`config.mk`:
```
export PLATFORM = sky130hd
export DESIGN_NAME = tank_unit
export DESIGN_NICKNAME = d
export VERILOG_FILES = /design/src/rtl/tank_unit.sv
export SDC_FILE = /design/constraint.sdc
export NUM_CORES = 1
export LEC_CHECK = 0
export CAP_MARGIN = 15
export CORE_MARGIN = 2
export CORE_UTILIZATION = 37
export DETAILED_ROUTE_END_ITERATION = 12
export PLACE_DENSITY = 0.64
export RECOVER_POWER = 100
export SLEW_MARGIN = 15
export SYNTH_ARGS = -nofsm -noshare
export SYNTH_HDL_FRONTEND = slang
export SYNTH_SLANG_ARGS = --single-unit
```
`constraint.sdc`:
```
create_clock -name clock -period 6.7 [get_ports clock]
set_input_delay 1.675 -clock clock [delete_from_list [all_inputs] [get_ports clock]]
set_output_delay 1.675 -clock clock [all_outputs]
set_load 0.01 [all_outputs]
```
`src/rtl/tank_unit.sv`:
```
// rtl/tank_unit.sv - parametrised player/tank controller: movement FSM, tick divider, aim, charge/fire, health
module tank_unit #(
    parameter int POS_W       = 18,
    parameter int BOARD_X     = 18'h20000,
    parameter int BOARD_Y     = 18'h18000,
    parameter int INIT_X      = 0,
    parameter int INIT_Y      = 0,
    parameter int INIT_DIR    = 0,
    parameter int WALK_V      = 32,
    parameter int CLIMB_V     = 32,
    parameter int DROP_V      = 48,
    parameter int TICK_DIV    = 4,
    parameter int ANG_W       = 8,
    parameter int ANGLE_STEP  = 16,
    parameter int ANGLE_MAX   = 144,
    parameter int PWR_W       = 8,
    parameter int POWER_STEP  = 16,
    parameter int POWER_MAX   = 240,
    parameter int HP_W        = 8,
    parameter int HEALTH_INIT = 128,
    parameter int HIT_LOSS    = 32
) (
    input  logic             clock,
    input  logic             rst_n,
    input  logic             active,
    input  logic [6:0]       keyboard_input,
    input  logic [3:0]       collision,
    input  logic             hit,
    output logic [POS_W-1:0] object_x,
    output logic [POS_W-1:0] object_y,
    output logic             direction,
    output logic [ANG_W-1:0] angle,
    output logic [PWR_W-1:0] power,
    output logic             fire,
    output logic [PWR_W-1:0] fire_power,
    output logic [HP_W-1:0]  health,
    output logic             alive,
    output logic [2:0]       mode
);

    localparam int CNT_W = (TICK_DIV > 1) ? $clog2(TICK_DIV) : 1;

    typedef enum logic [2:0] {
        ST_IDLE  = 3'd0,
        ST_WALK  = 3'd1,
        ST_CLIMB = 3'd2,
        ST_FALL  = 3'd3,
        ST_DEAD  = 3'd4
    } state_t;

    state_t           state_q, state_d, state_nxt;
    logic [POS_W-1:0] x_q, x_d, y_q, y_d;
    logic             dir_q, dir_d, dir_nxt;
    logic [ANG_W-1:0] angle_q, angle_d;
    logic [PWR_W-1:0] power_q, power_d, fire_power_q, fire_power_d;
    logic             fire_q, fire_d;
    logic [HP_W-1:0]  health_q, health_d, hit_health;
    logic [CNT_W-1:0] cnt_q, cnt_d;

    logic [1:0] key_code;
    logic [4:0] key_cmd;
    logic       k_press, k_hold, k_release, k_press_or_hold;
    logic       cmd_fwd, cmd_back, cmd_up, cmd_down, cmd_fire;
    logic       tick, face_blk, idle_keys;
    logic       move_x, move_y, oob, die;
    logic [POS_W:0] x_move, y_move;
    logic [ANG_W:0] ang_up, ang_dn;
    logic [PWR_W:0] pwr_up;

    assign key_code        = keyboard_input[6:5];
    assign key_cmd         = keyboard_input[4:0];
    assign k_press         = (key_code == 2'b01);
    assign k_hold          = (key_code == 2'b11);
    assign k_release       = (key_code == 2'b10);
    assign k_press_or_hold = k_press || k_hold;
    assign cmd_fwd         = (key_cmd == 5'b10000);
    assign cmd_back        = (key_cmd == 5'b01000);
    assign cmd_up          = (key_cmd == 5'b00100);
    assign cmd_down        = (key_cmd == 5'b00010);
    assign cmd_fire        = (key_cmd == 5'b00001);

    assign tick      = (cnt_q == CNT_W'(TICK_DIV - 1));
    assign face_blk  = dir_q ? collision[0] : collision[1];
    assign idle_keys = (state_q == ST_IDLE) && collision[2] && active;

    assign ang_up = {1'b0, angle_q} + (ANG_W+1)'(ANGLE_STEP);
    assign ang_dn = {1'b0, angle_q} - (ANG_W+1)'(ANGLE_STEP);
    assign pwr_up = {1'b0, power_q} + (PWR_W+1)'(POWER_STEP);

    assign hit_health = (health_q > HP_W'(HIT_LOSS)) ? (health_q - HP_W'(HIT_LOSS)) : '0;

    // Movement uses the current (old) state's velocity. A negative result wraps
    // into the extra top bit, so one upper-bound compare also catches underflow.
    always_comb begin
        move_x = 1'b0;
        move_y = 1'b0;
        x_move = {1'b0, x_q};
        y_move = {1'b0, y_q};
        case (state_q)
            ST_WALK: begin
                move_x = tick;
                x_move = dir_q ? ({1'b0, x_q} + (POS_W+1)'(WALK_V))
                               : ({1'b0, x_q} - (POS_W+1)'(WALK_V));
            end
            ST_CLIMB: begin
                move_y = tick;
                y_move = {1'b0, y_q} - (POS_W+1)'(CLIMB_V);
            end
            ST_FALL: begin
                move_y = tick;
                y_move = {1'b0, y_q} + (POS_W+1)'(DROP_V);
            end
            default: ;
        endcase
        oob = (move_x && (x_move > (POS_W+1)'(BOARD_X - 1))) ||
              (move_y && (y_move > (POS_W+1)'(BOARD_Y - 1)));
    end

    always_comb begin
        state_nxt = state_q;
        dir_nxt   = dir_q;
        case (state_q)
            ST_IDLE: begin
                if (!collision[2]) begin
                    state_nxt = ST_FALL;
                end else if (active && k_press && (cmd_fwd || cmd_back)) begin
                    dir_nxt = cmd_fwd;
                    if (!(cmd_fwd ? collision[0] : collision[1])) begin
                        state_nxt = ST_WALK;
                    end else if (!collision[3]) begin
                        state_nxt = ST_CLIMB;
                    end
                end
            end
            ST_WALK: begin
                if (!active) begin
                    state_nxt = ST_IDLE;
                end else if (k_release && (cmd_fwd || cmd_back)) begin
                    state_nxt = ST_IDLE;
                end else if (!collision[2]) begin
                    state_nxt = ST_FALL;
                end else if (face_blk) begin
                    state_nxt = collision[3] ? ST_IDLE : ST_CLIMB;
                end
            end
            ST_CLIMB: begin
                if (!active || collision[3]) begin
                    state_nxt = ST_IDLE;
                end else if (!face_blk) begin
                    state_nxt = k_hold ? ST_WALK : ST_IDLE;
                end
            end
            ST_FALL: begin
                if (collision[2]) begin
                    state_nxt = ST_IDLE;
                end
            end
            default: ;
        endcase
    end

    always_comb begin
        state_d      = state_q;
        x_d          = x_q;
        y_d          = y_q;
        dir_d        = dir_q;
        angle_d      = angle_q;
        power_d      = power_q;
        fire_power_d = fire_power_q;
        fire_d       = 1'b0;
        health_d     = health_q;
        cnt_d        = cnt_q;
        die          = 1'b0;
        if (state_q != ST_DEAD) begin
            cnt_d = tick ? '0 : (cnt_q + CNT_W'(1));
            die   = oob || (hit && (hit_health == '0));
            if (die) begin
                // Entering DEAD freezes everything else, including a pending fire release.
                state_d  = ST_DEAD;
                health_d = '0;
            end else begin
                state_d = state_nxt;
                dir_d   = dir_nxt;
                if (hit) begin
                    health_d = hit_health;
                end
                if (move_x) begin
                    x_d = x_move[POS_W-1:0];
                end
                if (move_y) begin
                    y_d = y_move[POS_W-1:0];
                end
                if (idle_keys && k_press_or_hold && cmd_up) begin
                    angle_d = (ang_up > (ANG_W+1)'(ANGLE_MAX)) ? ANG_W'(ANGLE_MAX) : ang_up[ANG_W-1:0];
                end else if (idle_keys && k_press_or_hold && cmd_down) begin
                    angle_d = ang_dn[ANG_W] ? '0 : ang_dn[ANG_W-1:0];
                end
                if (!active) begin
                    power_d = '0;
                end else if (idle_keys && k_press_or_hold && cmd_fire) begin
                    power_d = (pwr_up > (PWR_W+1)'(POWER_MAX)) ? PWR_W'(POWER_MAX) : pwr_up[PWR_W-1:0];
                end else if (k_release && cmd_fire) begin
                    fire_d       = 1'b1;
                    fire_power_d = power_q;
                    power_d      = '0;
                end
            end
        end
    end

    always_ff @(posedge clock) begin
        if (!rst_n) begin
            state_q      <= ST_IDLE;
            x_q          <= POS_W'(INIT_X);
            y_q          <= POS_W'(INIT_Y);
            dir_q        <= (INIT_DIR != 0);
            angle_q      <= '0;
            power_q      <= '0;
            fire_power_q <= '0;
            fire_q       <= 1'b0;
            health_q     <= HP_W'(HEALTH_INIT);
            cnt_q        <= '0;
        end else begin
            state_q      <= state_d;
            x_q          <= x_d;
            y_q          <= y_d;
            dir_q        <= dir_d;
            angle_q      <= angle_d;
            power_q      <= power_d;
            fire_power_q <= fire_power_d;
            fire_q       <= fire_d;
            health_q     <= health_d;
            cnt_q        <= cnt_d;
        end
    end

    assign object_x   = x_q;
    assign object_y   = y_q;
    assign direction  = dir_q;
    assign angle      = angle_q;
    assign power      = power_q;
    assign fire       = fire_q;
    assign fire_power = fire_power_q;
    assign health     = health_q;
    assign alive      = (state_q != ST_DEAD);
    assign mode       = state_q;

endmodule

```
# --- Yosys cells after proc, flatten, opt, wreduce, memory -nomap -nowiden ---
# Cells that the tools add are included.
classes:
  eq_ne: 19
  n_bitwise: 5
  n_mux: 35
  n_reduce_logical: 34
  n_lt_le_gt_ge: 5
  addsub: 9
op_table:
  columns: ["op", "count"]
  rows:
  - ["8-bit two-way mux", 11]
  - ["18-bit by 6-bit adder with 19-bit output (second input constant)", 2]
  - ["19-bit by 17-bit greater-than comparator with 1-bit output (second input constant)", 2]
  - ["19-bit two-way mux", 2]
  - ["19-bit case mux with 2 select lines", 1]
  - ["18-bit by 6-bit subtractor with 19-bit output (second input constant)", 2]
  - ["3-bit two-way mux", 12]
  - ["8-bit by 5-bit adder with 9-bit output (second input constant)", 2]
  - ["9-bit by 8-bit greater-than comparator with 1-bit output (second input constant)", 2]
  - ["1-bit logical AND", 13]
  - ["3-bit case mux with 4 select lines", 1]
  - ["3-bit AND reduction", 4]
  - ["5-bit AND reduction", 2]
  - ["8-bit by 5-bit subtractor with 9-bit output (second input constant)", 1]
  - ["8-bit by 6-bit greater-than comparator with 1-bit output (second input constant)", 1]
  - ["8-bit logical NOT", 1]
  - ["8-bit by 6-bit subtractor with 8-bit output (second input constant)", 1]
  - ["7-bit AND reduction", 1]
  - ["2-bit == test (second input constant)", 3]
  - ["3-bit by 2-bit == test with 1-bit output (second input constant)", 2]
  - ["1-bit two-way mux", 6]
  - ["3-bit inequality test (second input constant)", 2]
  - ["6-bit inequality test (second input constant)", 1]
  - ["5-bit by 1-bit == test with 1-bit output (second input constant)", 1]
  - ["other kinds (21)", 31]
word_totals:
  elab_cells: 117
  input_bits: 15
  out_inout_bits: 74
  reg_bits: 75

# --- Logic depth before layout (Yosys ltp) ---
logic_depth:
  depth_word: 9
  ltp_mapped: 12
  depth_no_buf: 10

# --- Least setup slack after synthesis ---
# No wires, ideal clock.
synth_path:
  kind: "in2reg"
  startpoint: "in keyboard_input[0]"
  endpoint: "reg state_q[1] (netlist: mode[1])"
  setup_slack_ns: 3.290
  arrival_time_ns: 3.295
  stages: 8
  required_ns: 6.586
  path_cell_list: "nor3_1 -> nand3b_1 -> mux2_2 -> a31oi_1 -> o32a_1 -> o221ai_1 -> nor3_1 -> a2111oi_0"
synth_via:
  elab_chain_len: 7
synth_rtl:
  columns: ["element", "line_no", "text"]
  rows:
  - ["start: declaration", "26", "input logic [6:0] keyboard_input,"]
  - ["5-bit == test / 5-bit by 4-bit == test with 1-bit output (equally long branches)", "76, 77", null]
  - ["1-bit two-way mux / 1-bit logical OR (equally long branches)", "128, 126, 138", null]
  - ["3-bit two-way mux / 1-bit logical AND (equally long branches)", "128, 138", null]
  - ["3-bit two-way mux (on tied branches)", "126, 138", null]
  - ["3-bit two-way mux (on tied branches)", "124, 136", null]
  - ["3-bit case mux with 4 select lines", "122", "case (state_q)"]
  - ["3-bit two-way mux", "177", "if (die) begin"]
  - ["end signal: assignment", "224", "state_q <= state_d;"]
  - ["end: declaration", "51", "state_t state_q, state_d, state_nxt;"]
# Parallel ways exist; a longest one is shown, timed or not. The select of a mux whose other input is x is not followed.
# A chain may end at the register's enable or synchronous reset.

# --- Final worst setup path ---
layout_path:
  startpoint: "reg y_q[6] (netlist: object_y[6])"
  endpoint: "reg health_q[5] (netlist: health[5])"
layout_via:
  elab_chain_len: 8
layout_rtl:
  columns: ["element", "line_no", "text"]
  rows:
  - ["start: declaration", "52", "logic [POS_W-1:0] x_q, x_d, y_q, y_d;"]
  - ["start signal: assignment", "215", "y_q <= POS_W'(INIT_Y);"]
  - ["start signal: assignment", "226", "y_q <= y_d;"]
  - ["18-bit by 6-bit adder with 19-bit output / 18-bit by 6-bit subtractor with 19-bit output (equally long branches)", "111, 107", null]
  - ["19-bit case mux with 2 select lines *", "99", "case (state_q)"]
  - ["19-bit by 17-bit greater-than comparator with 1-bit output *", "116", "(move_y && (y_move > (POS_W+1)'(BOARD_Y - 1)));"]
  - ["1-bit logical AND *", "116", null]
  - ["1-bit logical OR *", "115", "oob = (move_x && (x_move > (POS_W+1)'(BOARD_X - 1))) ||"]
  - ["1-bit logical OR *", "176", "die = oob || (hit && (hit_health == '0));"]
  - ["2-bit nonzero test (no source line)", null, null]
  - ["2-bit AND reduction (no source line)", null, null]
  - ["end signal: assignment", "221", "health_q <= HP_W'(HEALTH_INIT);"]
  - ["end signal: assignment", "232", "health_q <= health_d;"]
  - ["end: declaration", "57", "logic [HP_W-1:0] health_q, health_d, hit_health;"]
# Every way passes the cells marked *; elsewhere a longest branch is shown, timed or not.

==> results.md <==
* Detailed Routing Iterations Pass 1 at 4
* Yosys reg bits at 54
* Internal power at 0.000529 W
* Post-synth top area share at 28.2%
* Comb pwr share at 34.3%
* Smallest setup slack after layout at 2.57 ns
* Post-DRT Antenna Nets at 0
* IO Pins at 89
* Final hold vios at 0
* Unrepaired setup endpoints after global routing: false
* Clock Latency Late Sink at 0.32 ns
* Cell area after layout at 4590 µm²
* PortBufs at 67
* Post-synth top area cell: dfxtp_1
* Pwr dens at 190 nW/µm²
* Post-CTS Hold Buffers at 0
* Post-synth cell types at 63
* Largest net degree at the start of global routing at 36
* Critical path launch point type: register
* Tcrit/Tclk final at 61.7%
* Drt drc at 0
* Synth warn at 0
* Failing checks: max-capacitance violations, max-slew violations
* Final net count at 583
* Starting Density at 37.6%
* Setup TNS at 0 ns
* Die Span Y at 106 µm
* Syn-to-layout area delta at 19.7%
* Via/cell ratio at 5.46
* Setup WS pre-CTS at 2.50 ns
* Share of power burned in registers at 44.2%
* Critical-path cell list: inv_1 -> ha_1 -> or4b_1 -> nor2_1 -> a31oi_1 -> xnor2_1 -> a221oi_1 -> clkbuf_1 -> o211ai_1 -> or4_1 -> o22ai_1
* Gpl congestion at 0.911
* Sink Count at 54
* Cts bufs inserted at 5
* Min-delay worst type: reg2reg
* Post-synthesis cell area at 3830 µm²
* Slew headroom at -10.6%
* CTS max path bufs at 2
* Slew Limit Fails at 36
* First-pass GRT wire length at 16.3 mm
* Area contributors post-synth: dfxtp_1 28%, ha_1 7.5%, nor2_1 5.7%, mux2i_1 4.7%, a21oi_1 4.4%
* Max-Cap Viols at 1
* Clock power share at 21.6%
* Area of placed instances at 4530 µm²
* Reg2Reg Setup Slack at 2.57 ns
* Worst Path Required at 6.94 ns
* Die width at 106 µm
* Fillers at 1031
* Syn_area_per_cell at 7.87 µm²
* Layout cells sized above 1 at 3.31%
* Count leader, synth: nor2_1
* Layout Cells excl Fill at 680
* Post-CTS sizing at 0
* GRT Resource Usage Total at 17.3%
* Min cycle time layout at 4.13 ns
* Worst Path Arrival at 4.37 ns
* Final Util at 45.1%
* Status: finished with violations
* TritonCTS clock tree: built
* WS Path Type: reg2reg
* Clk root buf: clkbuf_8
* Gate count after technology mapping at 487
* Reg clk slew, reported paths at 0.11 ns
* H-tree Lvls at 2
* Post-synth EDFFs at 0
* Crit end category: register
* Via count at 3712
* Routed wire length per instance at 14.6 µm
* Initial DRC count at 210
* Buf/Inv on CP at 2
* Core Rows at 37
* Total net switching power at 0.000342 W
* CP delay by family, top: simple AND/OR/NAND/NOR gates
* Sequential fraction of the synthesis area at 28.2%
* Top FF cell, synth: dfxtp_1
* Maximum vdd drop at 0.000102 V
* Initial antenna violation count at 0
* Most instantiated cells after synthesis: 58 x nor2_1, 54 x dfxtp_1, 37 x nand2_1
* Vias in the first global route at 3493
* Slew @ Worst Pin at 1.66 ns
* Critical path's slowest cell: or4_1
* Core area at 10200 µm²
* Post-CTS setup buffer count at 0
* Placed Instances at 673
* Drt total wl at 9.90 mm
* Max incr delay on CP at 0.68 ns
* Critical path peak fanout at 13
* Max Fclk at 242 MHz
* N_diodes at 0
* Die area at 11200 µm²
* Grt total ovfl at 0
* Fin Clk Skew at 0.0137 ns
* Switching share of total power at 39.3%
* Leak at 1.93 nW
* Dpl hpwl at 7.33 mm
* Final Setup Violations at 0
* Fraction of registers with async set/reset at 0%
-- cell type report --
class                           count  area [µm²]  area share [%]
Sequential cell                    54        1080            23.5
Inverter                           23        86.3            1.88
Clock buffer                        5        68.8            1.50
Timing Repair Buffer               69         678            14.8
Tap cell                          136         170            3.71
Clock inverter                      2        13.8           0.300
Multi-Input combinational cell    391        2490            54.3
-- registers in the layout, summed over array words and instances (netlist names) --
register and cells:
cnt_q 2, fire 1, direction 1, power 4
angle 4, object_x 13, mode 3, fire_power 4
health 8, object_y 14
-- power by group through the flow --
| stage | Sequential [W] | Clock, W | Combinational [W] |
|---|---|---|---|
| after global placement | 0.000390 | 0 | 0.000301 |
| after global routing | 0.000389 | 0.000204 | 0.000330 |
| after CTS | 0.000384 | 0.000195 | 0.000307 |
| after floorplan | 0.000370 | 0 | 0.000233 |
| final | 0.000385 | 0.000188 | 0.000298 |
| after detailed placement | 0.000392 | 0 | 0.000305 |
-- logic make-up (layout without fill, tap and decap cells) --
kind of cell,count (synthesis),in the layout,share of synthesized area [%]
AOI/OAI and AO/OA,116,116,20.2
xor gates and xnor gates,23,23,5.25
adders and majority gates,24,24,8.03
buffers and inverters,62,99,8.49
DFF,54,54,28.2
muxes,21,21,5.58
other,1,21,0.0978
and+or+nand+nor,186,186,24.2
-- placed cells by master (no fill, tap or decap), types with 21 or more instances in the layout --
master         netlist  final
nand2_1             37     37
o21ai_0             23     23
conb_1               1     21
ha_1                23     23
nand3_1             22     22
nor2_1              58     58
dfxtp_1             54     54
inv_1               22     22
a21oi_1             34     34
dlygate4sd3_1        0     55
-- metrics by stage --
step           total power [W]  hold WS [ns]
2_1_floorplan         0.000603         0.464
3_3_place_gp          0.000692         0.474
3_5_place_dp          0.000697         0.472
4_1_cts               0.000886         0.490
5_1_grt               0.000923         0.516
6_report              0.000871         0.480
-- routing by layer --
layer / vias up / track usage [%] / part of all wire [%]
li1: 1832 / - / -
met1: 1739 / 22.5 / 44
met2: 130 / 29.5 / 48
met3: 11 / 3.40 / 6.9
met4: 0 / 4.32 / 0.90
met5: - / 0 / 0
-- path summary, 6_finish.rpt --
kind           startpoint           end  cells past startpoint
min reg2reg  object_x[17]  object_x[17]                      2
min          object_x[17]  object_x[17]                      2
max reg2reg   object_y[6]     health[5]                     11
max           object_y[6]     health[5]                     11
-- worst reg2reg max path: cells and delay by family, from the launching register on --
kind                       cells  cell delay, ns
buffers and inverters          2            0.68
adders and majority gates      1            0.19
AOI/OAI and AO/OA              4            1.13
and+or+nand+nor                3            1.47
xor gates and xnor gates       1            0.17
DFF                            1            0.42
No activity file was read; power rests on OpenSTA's default activity.
